==> config.mk <==
export PLATFORM = sky130hd
export DESIGN_NAME = reset_sequencer
export DESIGN_NICKNAME = d
export VERILOG_FILES = /design/src/rtl/reset_seq_pkg.sv /design/src/rtl/reset_sync.sv /design/src/rtl/reset_sequencer.sv
export SDC_FILE = /design/constraint.sdc
export NUM_CORES = 1
export LEC_CHECK = 0
export ABC_AREA = 1
export CORE_MARGIN = 3
export CORE_UTILIZATION = 45
export CTS_BUF_LIST = sky130_fd_sc_hd__clkbuf_8
export DETAILED_ROUTE_END_ITERATION = 6
export PLACE_DENSITY = 0.65
export SLEW_MARGIN = 30
export SYNTH_ARGS = -nofsm -noshare
export SYNTH_HDL_FRONTEND = slang
export SYNTH_SLANG_ARGS = --single-unit
==> constraint.sdc <==
create_clock -name clk -period 3.5 [get_ports clk]
set_clock_uncertainty 0.2 [all_clocks]
set_input_delay 0.35 -clock clk [delete_from_list [all_inputs] [get_ports clk]]
set_output_delay 0.35 -clock clk [all_outputs]
set_load 0.01 [all_outputs]
==> src/rtl/reset_seq_pkg.sv <==
// -----------------------------------------------------------------------------
// reset_seq_pkg
// Shared types and helpers for the staged reset sequencer.
//   seqStateT      : sequencer FSM states (SYNC, HOLD, STAGE, RUN)
//   calcCountWidth : width of the shared hold/gap counter
// -----------------------------------------------------------------------------
package reset_seq_pkg;

    typedef enum logic [1:0] {
        SYNC,
        HOLD,
        STAGE,
        RUN
    } seqStateT;

    // The counter only ever has to reach (longest interval - 1), and it clears
    // at terminal count, so sizing for the largest interval avoids wrap-around.
    function automatic int calcCountWidth(input int porCycles,
                                          input int softCycles,
                                          input int stageGap);
        int longest;
        longest = porCycles;
        if (softCycles > longest) longest = softCycles;
        if (stageGap > longest) longest = stageGap;
        return $clog2(longest + 1);
    endfunction

endpackage

==> src/rtl/reset_sync.sv <==
// -----------------------------------------------------------------------------
// reset_sync
// Asynchronous-assert, synchronous-release reset synchroniser. Also used for
// other clock domains, so it carries no knowledge of the sequencer.
// Ports:
//   i_clk      : destination clock
//   i_rst      : asynchronous reset, active-high
//   o_released : goes high SYNC_STAGES-1 edges after the first edge with
//                i_rst low; drops immediately when i_rst rises
// -----------------------------------------------------------------------------
module reset_sync #(
    parameter int SYNC_STAGES = 2
) (
    input  logic i_clk,
    input  logic i_rst,
    output logic o_released
);

    logic [SYNC_STAGES-1:0] r_shift;

    // A one ripples in from the bottom once reset is released; any assertion
    // of i_rst clears the whole chain without waiting for a clock.
    always_ff @(posedge i_clk or posedge i_rst) begin
        if (i_rst) begin
            r_shift <= '0;
        end else begin
            r_shift <= {r_shift[SYNC_STAGES-2:0], 1'b1};
        end
    end

    assign o_released = r_shift[SYNC_STAGES-1];

endmodule

==> src/rtl/reset_sequencer.sv <==
// -----------------------------------------------------------------------------
// reset_sequencer
// Holds downstream logic disabled after reset, then releases N_STAGES enables
// in order (stage 0 first) with a programmable gap between releases. A
// soft-reset request drops all enables and re-runs a shorter hold.
// Ports:
//   clk      : system clock
//   rst      : external reset, asynchronous, active-high
//   soft_req : synchronous soft-reset request, sampled every edge
//   stage_en : per-stage enables, thermometer coded from bit 0 upward
//   ready    : all stages enabled
//   busy     : sequencing in progress (not in RUN)
// -----------------------------------------------------------------------------
module reset_sequencer #(
    parameter int N_STAGES    = 3,
    parameter int POR_CYCLES  = 63,
    parameter int SOFT_CYCLES = 16,
    parameter int STAGE_GAP   = 8,
    parameter int SYNC_STAGES = 2
) (
    input  logic                clk,
    input  logic                rst,
    input  logic                soft_req,
    output logic [N_STAGES-1:0] stage_en,
    output logic                ready,
    output logic                busy
);

    import reset_seq_pkg::*;

    localparam int CNT_W = calcCountWidth(POR_CYCLES, SOFT_CYCLES, STAGE_GAP);

    localparam logic [CNT_W-1:0] POR_LAST  = CNT_W'(POR_CYCLES - 1);
    localparam logic [CNT_W-1:0] SOFT_LAST = CNT_W'(SOFT_CYCLES - 1);
    localparam logic [CNT_W-1:0] GAP_LAST  = CNT_W'(STAGE_GAP - 1);

    logic                w_released;
    logic [CNT_W-1:0]    w_holdLast;
    logic [CNT_W-1:0]    w_termCount;
    logic [N_STAGES-1:0] w_nextEn;

    seqStateT            r_state;
    logic [CNT_W-1:0]    r_count;
    logic                r_softHold;
    logic [N_STAGES-1:0] r_stageEn;
    logic                r_ready;
    logic                r_busy;

    reset_sync #(
        .SYNC_STAGES(SYNC_STAGES)
    ) u_resetSync (
        .i_clk     (clk),
        .i_rst     (rst),
        .o_released(w_released)
    );

    // The hold length depends on what started it: power-on or a soft request.
    assign w_holdLast  = r_softHold ? SOFT_LAST : POR_LAST;
    assign w_termCount = (r_state == HOLD) ? w_holdLast : GAP_LAST;

    // Enables are thermometer coded, so releasing the next stage is a shift
    // with a one fed in; the sequence is done once every bit is set.
    assign w_nextEn = (r_stageEn << 1) | N_STAGES'(1);

    // Sequencer FSM. HOLD and STAGE share one counter that clears whenever it
    // hits its terminal count, so each release lands exactly one interval
    // after the previous event. A soft request outside SYNC overrides
    // everything and restarts the hold from zero.
    always_ff @(posedge clk or posedge rst) begin
        if (rst) begin
            r_state    <= SYNC;
            r_count    <= '0;
            r_softHold <= 1'b0;
            r_stageEn  <= '0;
            r_ready    <= 1'b0;
            r_busy     <= 1'b1;
        end else if (soft_req && (r_state != SYNC)) begin
            r_state    <= HOLD;
            r_count    <= '0;
            r_softHold <= 1'b1;
            r_stageEn  <= '0;
            r_ready    <= 1'b0;
            r_busy     <= 1'b1;
        end else begin
            case (r_state)
                SYNC: begin
                    if (w_released) begin
                        r_state    <= HOLD;
                        r_count    <= '0;
                        r_softHold <= 1'b0;
                    end
                end
                HOLD, STAGE: begin
                    if (r_count == w_termCount) begin
                        r_count   <= '0;
                        r_stageEn <= w_nextEn;
                        if (&w_nextEn) begin
                            r_state <= RUN;
                            r_ready <= 1'b1;
                            r_busy  <= 1'b0;
                        end else begin
                            r_state <= STAGE;
                        end
                    end else begin
                        r_count <= r_count + CNT_W'(1);
                    end
                end
                RUN: begin
                    r_state <= RUN;
                end
                default: begin
                    r_state <= SYNC;
                end
            endcase
        end
    end

    assign stage_en = r_stageEn;
    assign ready    = r_ready;
    assign busy     = r_busy;

endmodule

==> flow_summary.json, run 1 <==
{
  "synth_edf_count": 0,
  "vias": 683,
  "cts_root_buf": "clkbuf_8",
  "grt_pass1_wl_um": 3040,
  "finalPower_uw": 712,
  "max_cap_violations": 0,
  "period_share_pct": 55.4,
  "gr-usage-met1_pct": 20.2,
  "slew_violations": 0,
  "gr-usage-met2_pct": 26.4,
  "cp_max_fo": 5,
  "outcome": "finished clean",
  "num_antenna_cells": 0,
  "synthMostInstantiatedCell": "nand2_1",
  "syn_nets": 117,
  "criticalPathCategory": "flop to flop",
  "worst_setup_path_end_kind": "flop",
  "fin_crit_ps": 1940,
  "die-area_um2": 2470,
  "synth_cells": 109,
  "clkLatencyLatePin_ps": 250,
  "finalWirelength_um": 1600,
  "gp_congestion": 0.866,
  "r2r_setup_slack_ps": 1560,
  "rsz0062_at_grt": "no",
  "min_to": "u_resetSync.r_shift[1]",
  "synthTopCellsByArea": "dfrtp_1 44%, nand2_1 14%, inv_1 7.8%, ha_1 7.3%, nand3_1 4.7%",
  "ys_ff_latch": 16,
  "min_from": "u_resetSync.r_shift[0]",
  "reg2reg_depth": 10,
  "use_met3_pct": 2.72,
  "clock-sinks": 16,
  "grt_start_max_net_pins": 17,
  "hp-class": "flop to flop",
  "drtIter0Drc": 16,
  "area_growth_pct": 17.0,
  "cts-htree-levels": 1,
  "synth.yosys.seq_area_share_pct": 46.7,
  "yosysTopAreaCellShare_pct": 43.6,
  "netlist_top_cells_count": "33 x nand2_1, 18 x inv_1, 15 x dfrtp_1",
  "port-buffer-count": 7,
  "coreArea_um2": 1760,
  "hpwl_um": 1210,
  "grt_pass1_vias": 685,
  "finalHoldViolations": 0,
  "cp.arrival_ps": 1920,
  "antenna_found_initial": 0,
  "yosysUniqueCellTypes": 20,
  "synth_area_um2": 861,
  "final_nets": 129,
  "finalSetupViolations": 0,
  "postCtsSetupBuffers": 0,
  "start_util_pct": 48.8,
  "final.setup.tns_ps": 0,
  "r2r_end": "r_count[5]",
  "gr-max-usage-layer": "met2",
  "drt-wirelength-per-cell_um": 11.0,
  "yosysWarnings": 0,
  "io_pins": 8,
  "worst_slew_pin_slew_ps": 614,
  "postCtsResizedCells": 0,
  "cts_buffer_depth": 2,
  "startpoint_type": "flop",
  "ant_nets": 0,
  "die_h_um": 49.7,
  "core.rowCount": 15,
  "vdd_drop_max_uv": 525,
  "grt_overflow": 0,
  "cp.required_ps": 3480,
  "die_x_um": 49.7,
  "async_reset_ff_share_pct": 100,
  "cts_tree": "yes",
  "p_leak_uw": 0.000526,
  "hold_path_depth": 0,
  "fmax_mhz": 516,
  "drc": 0,
  "cts_hold_buf": 0,
  "synth_flop_cell": "dfrtp_1",
  "drtPass1Iterations": 5,
  "grt_usage_pct": 15.9,
  "synth_top_area_cell": "dfrtp_1",
  "maxSlewHeadroom_pct": 59.0,
  "clkTransAtPathRegs_ps": 60,
  "p_per_area_nw_per_um2": 707,
  "routed_via_density": 4.71,
  "numCtsBuffers": 3,
  "syn_avg_cell_area_um2": 7.90,
  "fill_cells": 183,
  "r2r-start": "r_state[0]",
  "drive_gt1_share_pct": 9.17
}
[metrics by stage]
stage | hold WS, ps | instance area, µm² | util [%] | setup WS [ps] | std cells
2_1_floorplan | 63.0 | 861 | - | 1800 | 109
3_5_place_dp | 136 | 962 | 54.5 | 1500 | 141
5_1_grt | 179 | 1010 | 57.1 | 1340 | 145
6_report | 162 | 1010 | 57.1 | 1560 | 145
4_1_cts | 165 | 1010 | 57.1 | 1550 | 145
3_3_place_gp | 152 | 962 | 54.5 | 1500 | 141
[report_power, final]
group / leakage [µW] / internal (µW) / total, µW / switching [µW]
combinational: 0.000295 / 118 / 306 / 188
clock: 0.0000269 / 77.6 / 137 / 59.8
sequential: 0.000203 / 229 / 268 / 39.1
total: 0.000526 / 425 / 712 / 287
[logic make-up after synthesis]
kind of cell	after synthesis	synth area share, %
compound gates	7	4.80
xor+xnor	2	2.04
fa+ha+maj	5	7.27
buf+inv	19	8.28
flops	16	46.7
other cells	1	0.436
simple gates	59	30.5
[cell type report]
class	count	area, µm²	share of cell area (%)
clock buffers	3	41.3	4.10
clock inverters	1	3.75	0.373
inverters	19	71.3	7.08
multi-input cells	74	388	38.5
flip-flops and latches	16	402	39.9
well taps	25	31.3	3.11
repair buffers	7	70.1	6.96
[state kept, by name, summed over array words and instances, names as in the netlist]
register and count:
busy 1, r_count 6, r_softHold 1, r_state 2, ready 1, stage_en 3
u_resetSync.r_shift 2
[how the worst max path moves through the flow]
stage / startpoint / endpoint / slack [ps] / cells past startpoint
after detailed placement: soft_req / r_count[2] / 1500 / 8
final: r_state[0] / r_count[5] / 1560 / 10
after CTS: r_state[0] / r_count[5] / 1550 / 10
after global routing: r_state[0] / r_count[5] / 1340 / 10
after global placement: soft_req / r_count[2] / 1500 / 8
after floorplan: r_state[0] / r_count[4] / 1800 / 11
[cells in the final DEF, fill, tap and decap left out]
cell,instances
inv_1,19
or2_4,1
dfstp_2,1
nand3_2,1
a22oi_1,1
conb_1,1
xor2_1,1
dfrtp_1,15
a21oi_2,1
nand4_1,2
nand3b_1,2
clkdlybuf4s50_1,7
ha_1,5
nand2_2,2
inv_2,1
nor2_1,9
clkbuf_8,3
xnor2_1,1
nand3_1,8
nand2_1,33
o21ai_0,5
nor2_2,1
[layer usage]
layer  vias to the layer above  share of wire (%)
li1                        354                  -
met1                       310                 47
met2                        15                 48
met3                         4                3.1
met4                         0                1.7
met5                         -                  0
[worst max-delay path, cell delays in order, from the launching register on]
cell and delay [ps]:
dfrtp_1 400, inv_1 80, ha_1 330, inv_1 70
nand3b_1 80, nand2_1 120, nor2_1 270, nand3_1 110
nand2_1 70, nand2_1 40, nor2_1 90
Note: power is estimated with default switching activity, not from simulation.
==> run 2, diff against run 1 <==
--- a/config.mk
+++ b/config.mk
@@ -10,7 +10,7 @@
 export CORE_UTILIZATION = 45
 export CTS_BUF_LIST = sky130_fd_sc_hd__clkbuf_8
 export DETAILED_ROUTE_END_ITERATION = 6
-export PLACE_DENSITY = 0.65
+export PLACE_DENSITY = 0.68
 export SLEW_MARGIN = 30
 export SYNTH_ARGS = -nofsm -noshare
 export SYNTH_HDL_FRONTEND = slang
==> constraint.sdc (replaced) <==
create_clock -name clk -period 1.6 [get_ports clk]
set_clock_uncertainty 0.2 [all_clocks]
set_input_delay 0.16 -clock clk [delete_from_list [all_inputs] [get_ports clk]]
set_output_delay 0.16 -clock clk [all_outputs]
set_load 0.01 [all_outputs]
==> run 2 against run 1 <==
  * The run now ends with setup timing left
  * Clock-buffer cell count up 1
  * Non-clock buffer count up 12
  * Global-route usage up 2.2 points
  * Wire length up 18%
  * Worst hold slack worse by 150 ps
  * Total power rose to 3.0 times the previous value
  * Utilization up 12 points
==> flow_summary.json, run 2 (synthesized netlist as in run 1, its figures left out) <==
{
  "final_area_um2": 1210,
  "final_nets": 141,
  "critPathMaxStageDelay_ps": 440,
  "die_x_um": 49.7,
  "fill_cells": 161,
  "outcome": "finished with violations",
  "die_h_um": 49.7,
  "clkLatencyLatePin_ps": 250,
  "finalWirelength_um": 1880,
  "crit_top_cell": "nand2_1",
  "die-area_um2": 2470,
  "cp.arrival_ps": 1670,
  "fin_crit_ps": 1720,
  "internal_power_uw": 1280,
  "cp_slowest_cell": "dfrtp_2",
  "p_comb_share_pct": 55.3,
  "failed_checks": "setup timing",
  "grt_overflow": 0,
  "r2r_end": "r_count[4]",
  "io_pins": 8,
  "cts_tree": "yes",
  "numCtsBuffers": 3,
  "drc": 0,
  "drtPass1Iterations": 4,
  "worst_hold_slack_ps": 6.71,
  "area_growth_pct": 40.8,
  "drtIter0Drc": 9,
  "register_area_um2": 403,
  "gp_congestion": 0.822,
  "final_common_cell": "nand2_1",
  "startpoint_type": "flop",
  "reg2reg_depth": 10,
  "routed_via_density": 4.80,
  "ant_nets": 0,
  "cts_hold_buf": 0,
  "grt_pass1_vias": 771,
  "path_buf_inv": 2,
  "hpwl_um": 1310,
  "cts-htree-levels": 1,
  "regMostFlops": "r_count",
  "criticalPathCategory": "flop to flop",
  "max_cap_violations": 0,
  "grt_usage_pct": 18.1,
  "clkTransAtPathRegs_ps": 60,
  "cp.required_ps": 1550,
  "worst_setup_path_end_kind": "flop",
  "grt_start_max_net_pins": 17,
  "p_seq_share_pct": 28.0,
  "start_util_pct": 48.8,
  "fmax_mhz": 582,
  "grt_pass1_wl_um": 3280,
  "multi_input_area_um2": 487,
  "largest_register_ffs": 6,
  "hp-class": "input pin to async pin",
  "cts_root_buf": "clkbuf_8",
  "crit_family": "simple AND/OR/NAND/NOR gates",
  "pwr-share-clk_pct": 16.7,
  "antenna_found_initial": 0,
  "drt-wirelength-per-cell_um": 12.0,
  "coreArea_um2": 1760,
  "slew_violations": 0,
  "vias": 753,
  "cp_max_fo": 4,
  "path_cells": "inv_2 -> ha_2 -> nand3b_1 -> nand2_2 -> nor2_4 -> nand3_2 -> nand2_1 -> nand2_1 -> nand2_1 -> inv_1",
  "clock-sinks": 16,
  "r2r_setup_slack_ps": -120,
  "drive_gt1_share_pct": 36.4,
  "port-buffer-count": 7,
  "r2r-start": "r_state[0]",
  "p_leak_uw": 0.000601,
  "rsz0062_at_grt": "yes",
  "finalHoldViolations": 0,
  "vdd_drop_max_uv": 1080,
  "p_switching_uw": 872,
  "place_area_um2": 1050,
  "setup_slack_ps": -118,
  "netSwitchingFraction_pct": 40.6,
  "finalSetupViolations": 12,
  "cts_buffer_depth": 2,
  "p_per_area_nw_per_um2": 1770,
  "period_share_pct": 107,
  "num_antenna_cells": 0,
  "core.rowCount": 15,
  "mostFrequentLayoutCells": "27 x nand2_1, 14 x dfrtp_1, 12 x inv_1"
}
[run 2: cell count changes in the layout (fill, tap and decap cells not counted), moves of 4 or more]
cell / change
nand2_2: +4
o21ai_0: -5
nand2_1: -6
inv_1: -7
buf_4: +11
inv_2: +6
[run 2: repair_timing]
item                                   in CTS  in global routing
gates resized for setup                    22                 10
setup buffers                               2                  1
setup endpoints to repair                  14                 14
pin swaps                                  11                  7
endpoints found under the hold margin       0                  0
[run 2: power groups by stage]
stage | sequential (µW) | combinational, µW | clock, µW
global route | 621 | 1320 | 386
finish | 602 | 1190 | 358
detailed placement | 591 | 895 | 0
CTS | 597 | 1080 | 368
global placement | 587 | 873 | 0
floorplan | 593 | 530 | 0
[run 2: worst max-delay path by stage]
stage / start / to / slack, ps / cells past startpoint
detailed placement: r_state[1] / r_count[2] / -190 / 11
global route: r_state[0] / r_count[4] / -200 / 10
CTS: r_state[0] / r_count[5] / -100 / 9
finish: r_state[0] / r_count[4] / -120 / 10
floorplan: r_state[0] / r_count[4] / -1 / 11
global placement: r_state[1] / r_count[3] / -150 / 11
[run 2: cell type report]
type / count / share of cell area, %
Clock buffer: 4 / 4.54
Sequential cell: 16 / 33.2
Timing Repair Buffer: 19 / 13.6
Multi-Input combinational cell: 74 / 40.1
Tap cell: 25 / 2.58
Inverter: 19 / 5.88
[run 2: metrics by stage]
stage / util [%] / setup slack, ps / cells / TNS [ps] / power (µW)
finish: 68.7 / -118 / 157 / -563 / 2150
global route: 68.7 / -201 / 157 / -2110 / 2330
CTS: 66.7 / -98.6 / 156 / -443 / 2050
detailed placement: 59.8 / -186 / 150 / -1570 / 1490
global placement: 59.8 / -154 / 150 / -1220 / 1460
floorplan: - / -1.40 / 109 / -1.40 / 1120
[run 2: layer usage]
metal | up-vias | global-route usage (%) | part of all wire (%)
met5 | - | 0 | 0
met4 | 0 | 11.1 | 2.5
met3 | 5 | 2.72 | 2.5
met2 | 13 | 31.1 | 51
met1 | 354 | 21.0 | 44
li1 | 381 | - | -
[run 2: worst reg2reg max path: stages (launching register included)]
cell      delay (ps)
dfrtp_2          440
inv_2            100
ha_2             220
nand3b_1         130
nand2_2          120
nor2_4           140
nand3_2           70
nand2_1           70
nand2_1           50
nand2_1           50
inv_1             30
==> run 3, diff against run 2 <==
--- a/config.mk
+++ b/config.mk
@@ -7,11 +7,10 @@
 export LEC_CHECK = 0
 export ABC_AREA = 1
 export CORE_MARGIN = 3
-export CORE_UTILIZATION = 45
+export CORE_UTILIZATION = 52
 export CTS_BUF_LIST = sky130_fd_sc_hd__clkbuf_8
 export DETAILED_ROUTE_END_ITERATION = 6
-export PLACE_DENSITY = 0.68
-export SLEW_MARGIN = 30
+export PLACE_DENSITY = 0.76
 export SYNTH_ARGS = -nofsm -noshare
 export SYNTH_HDL_FRONTEND = slang
 export SYNTH_SLANG_ARGS = --single-unit
==> run 3 against run 2 <==
  * The flow still finishes with violations (setup timing)
  * Clock-buffer cell count unchanged
  * Utilization is 14 points higher
  * Setup slack worse by 2.6 ps
  * Via count grew 6.0%
  * Flip-flop and latch count unchanged
  * Final area grew 4.2%
  * Non-clock buffer count is 2 higher
==> flow_summary.json, run 3 (synthesized netlist as in run 1, its figures left out) <==
{
  "gr-max-usage-layer": "met2",
  "crit_family": "simple AND/OR/NAND/NOR gates",
  "p_leak_uw": 0.000621,
  "start_util_pct": 56.5,
  "critPathMaxStageDelay_ps": 400,
  "drtPass1Iterations": 4,
  "io_pins": 8,
  "crit_top_cell": "nor2_2",
  "area_growth_pct": 46.8,
  "grt_usage_pct": 22.1,
  "fin_util_pct": 82.9,
  "die_x_um": 46.7,
  "final_nets": 143,
  "p_per_area_nw_per_um2": 1830,
  "fill_cells": 86,
  "drtIter0Drc": 18,
  "startpoint_type": "flop",
  "num_antenna_cells": 0,
  "grt_start_max_net_pins": 17,
  "clock-sinks": 16,
  "die-area_um2": 2180,
  "final.setup.tns_ps": -1260,
  "slew_violations": 0,
  "register_area_um2": 402,
  "use_met3_pct": 4.30,
  "ant_nets": 0,
  "clkTransAtPathRegs_ps": 60,
  "clkLatencyLatePin_ps": 250,
  "cp.required_ps": 1590,
  "drt-wirelength-per-cell_um": 14.2,
  "largest_register_ffs": 6,
  "multi_input_area_um2": 533,
  "cts_buffer_depth": 2,
  "cts_hold_buf": 0,
  "rsz0062_at_grt": "yes",
  "vdd_drop_max_uv": 1300,
  "finalHoldViolations": 0,
  "gr-usage-met2_pct": 35.4,
  "coreArea_um2": 1520,
  "final_common_cell": "nand2_1",
  "hp-class": "input pin to async pin",
  "cp_slowest_cell": "dfrtp_1",
  "core.rowCount": 14,
  "cp.arrival_ps": 1710,
  "max_cap_violations": 0,
  "netSwitchingFraction_pct": 42.1,
  "place_area_um2": 1070,
  "r2r-start": "r_state[0]",
  "internal_power_uw": 1340,
  "hpwl_um": 1320,
  "finalSetupViolations": 13,
  "finalWirelength_um": 2130,
  "die_h_um": 46.7,
  "cts_root_buf": "clkbuf_8",
  "drive_gt1_share_pct": 41.8,
  "final_area_um2": 1260,
  "regMostFlops": "r_count",
  "gp_congestion": 0.867,
  "worst_setup_path_end_kind": "flop",
  "p_switching_uw": 973,
  "period_share_pct": 108,
  "critPathLaunch": "r_state[0]",
  "numCtsBuffers": 3,
  "cts_tree": "yes",
  "fin_crit_ps": 1720,
  "path_buf_inv": 3,
  "mostFrequentLayoutCells": "23 x nand2_1, 15 x dfrtp_1, 13 x inv_1, 13 x buf_4, 8 x nand2_2",
  "grt_overflow": 0,
  "cp_max_fo": 5,
  "p_comb_share_pct": 58.9,
  "cts-htree-levels": 1,
  "grt_pass1_wl_um": 3280,
  "outcome": "finished with violations",
  "vias": 798,
  "criticalPathCategory": "flop to flop",
  "antenna_found_initial": 0,
  "grt_pass1_vias": 741,
  "p_seq_share_pct": 25.5,
  "drc": 0,
  "port-buffer-count": 7,
  "failed_checks": "setup timing",
  "pwr-share-clk_pct": 15.6,
  "path_cells": "buf_4 -> ha_4 -> inv_2 -> nor2_2 -> nand3_1 -> nand2_1 -> nand2_2 -> nand3_4 -> nand2_4 -> inv_4 -> nor2_2",
  "fmax_mhz": 581,
  "gr-usage-met1_pct": 26.4,
  "routed_via_density": 5.32,
  "setup_slack_ps": -120
}
run 3: final timing paths:
kind                                           to  slack [ps]  cells after the start
max in group asynchronous                    busy         940                      3
setup / recovery                       r_count[3]        -120                     11
hold / removal                         r_count[5]          10                      3
setup reg to reg                       r_count[3]        -120                     11
min in group clk           u_resetSync.r_shift[1]         160                      0
hold reg to reg            u_resetSync.r_shift[1]         160                      0
run 3: through the flow:
step / std cells / hold slack, ps / setup WS [ps] / power (µW)
2_1_floorplan: 109 / -127 / -1.40 / 1120
5_1_grt: 150 / 51.6 / -223 / 2470
6_report: 150 / 12.5 / -120 / 2310
4_1_cts: 149 / 24.1 / -92.7 / 2050
3_3_place_gp: 144 / 134 / -77.8 / 1510
3_5_place_dp: 144 / 145 / -99.5 / 1550
run 3: layer usage:
layer	part of all wire [%]	up-vias	routed length [µm]
met5	0	-	0
met4	3.6	0	76
met3	2.9	9	62
met2	53	17	1130
met1	40	391	858
li1	-	381	-
run 3: area by class of cell:
class / count / share of cell area [%]
multi-input cells: 74 / 42.2
flip-flops and latches: 16 / 31.8
repair buffers: 21 / 14.3
inverters: 19 / 5.84
clock buffers: 4 / 4.36
well taps: 16 / 1.58
run 3: power groups by stage:
stage	Clock, µW	Combinational [µW]	Sequential, µW
final	360	1360	590
after global routing	379	1490	600
after CTS	364	1100	583
after detailed placement	0	958	588
after global placement	0	923	586
after floorplan	0	530	593
run 3: tightest hold or removal path, stage by stage:
cell	delay, ps
clkdlybuf4s50_1	390
inv_1	50
buf_4	220
run 3: timing repair:
| item | in CTS | in global routing |
|---|---|---|
| buffers inserted | 1 | 1 |
| gates resized for setup | 15 | 27 |
| setup endpoints to repair | 14 | 13 |
| pin swaps | 7 | 12 |
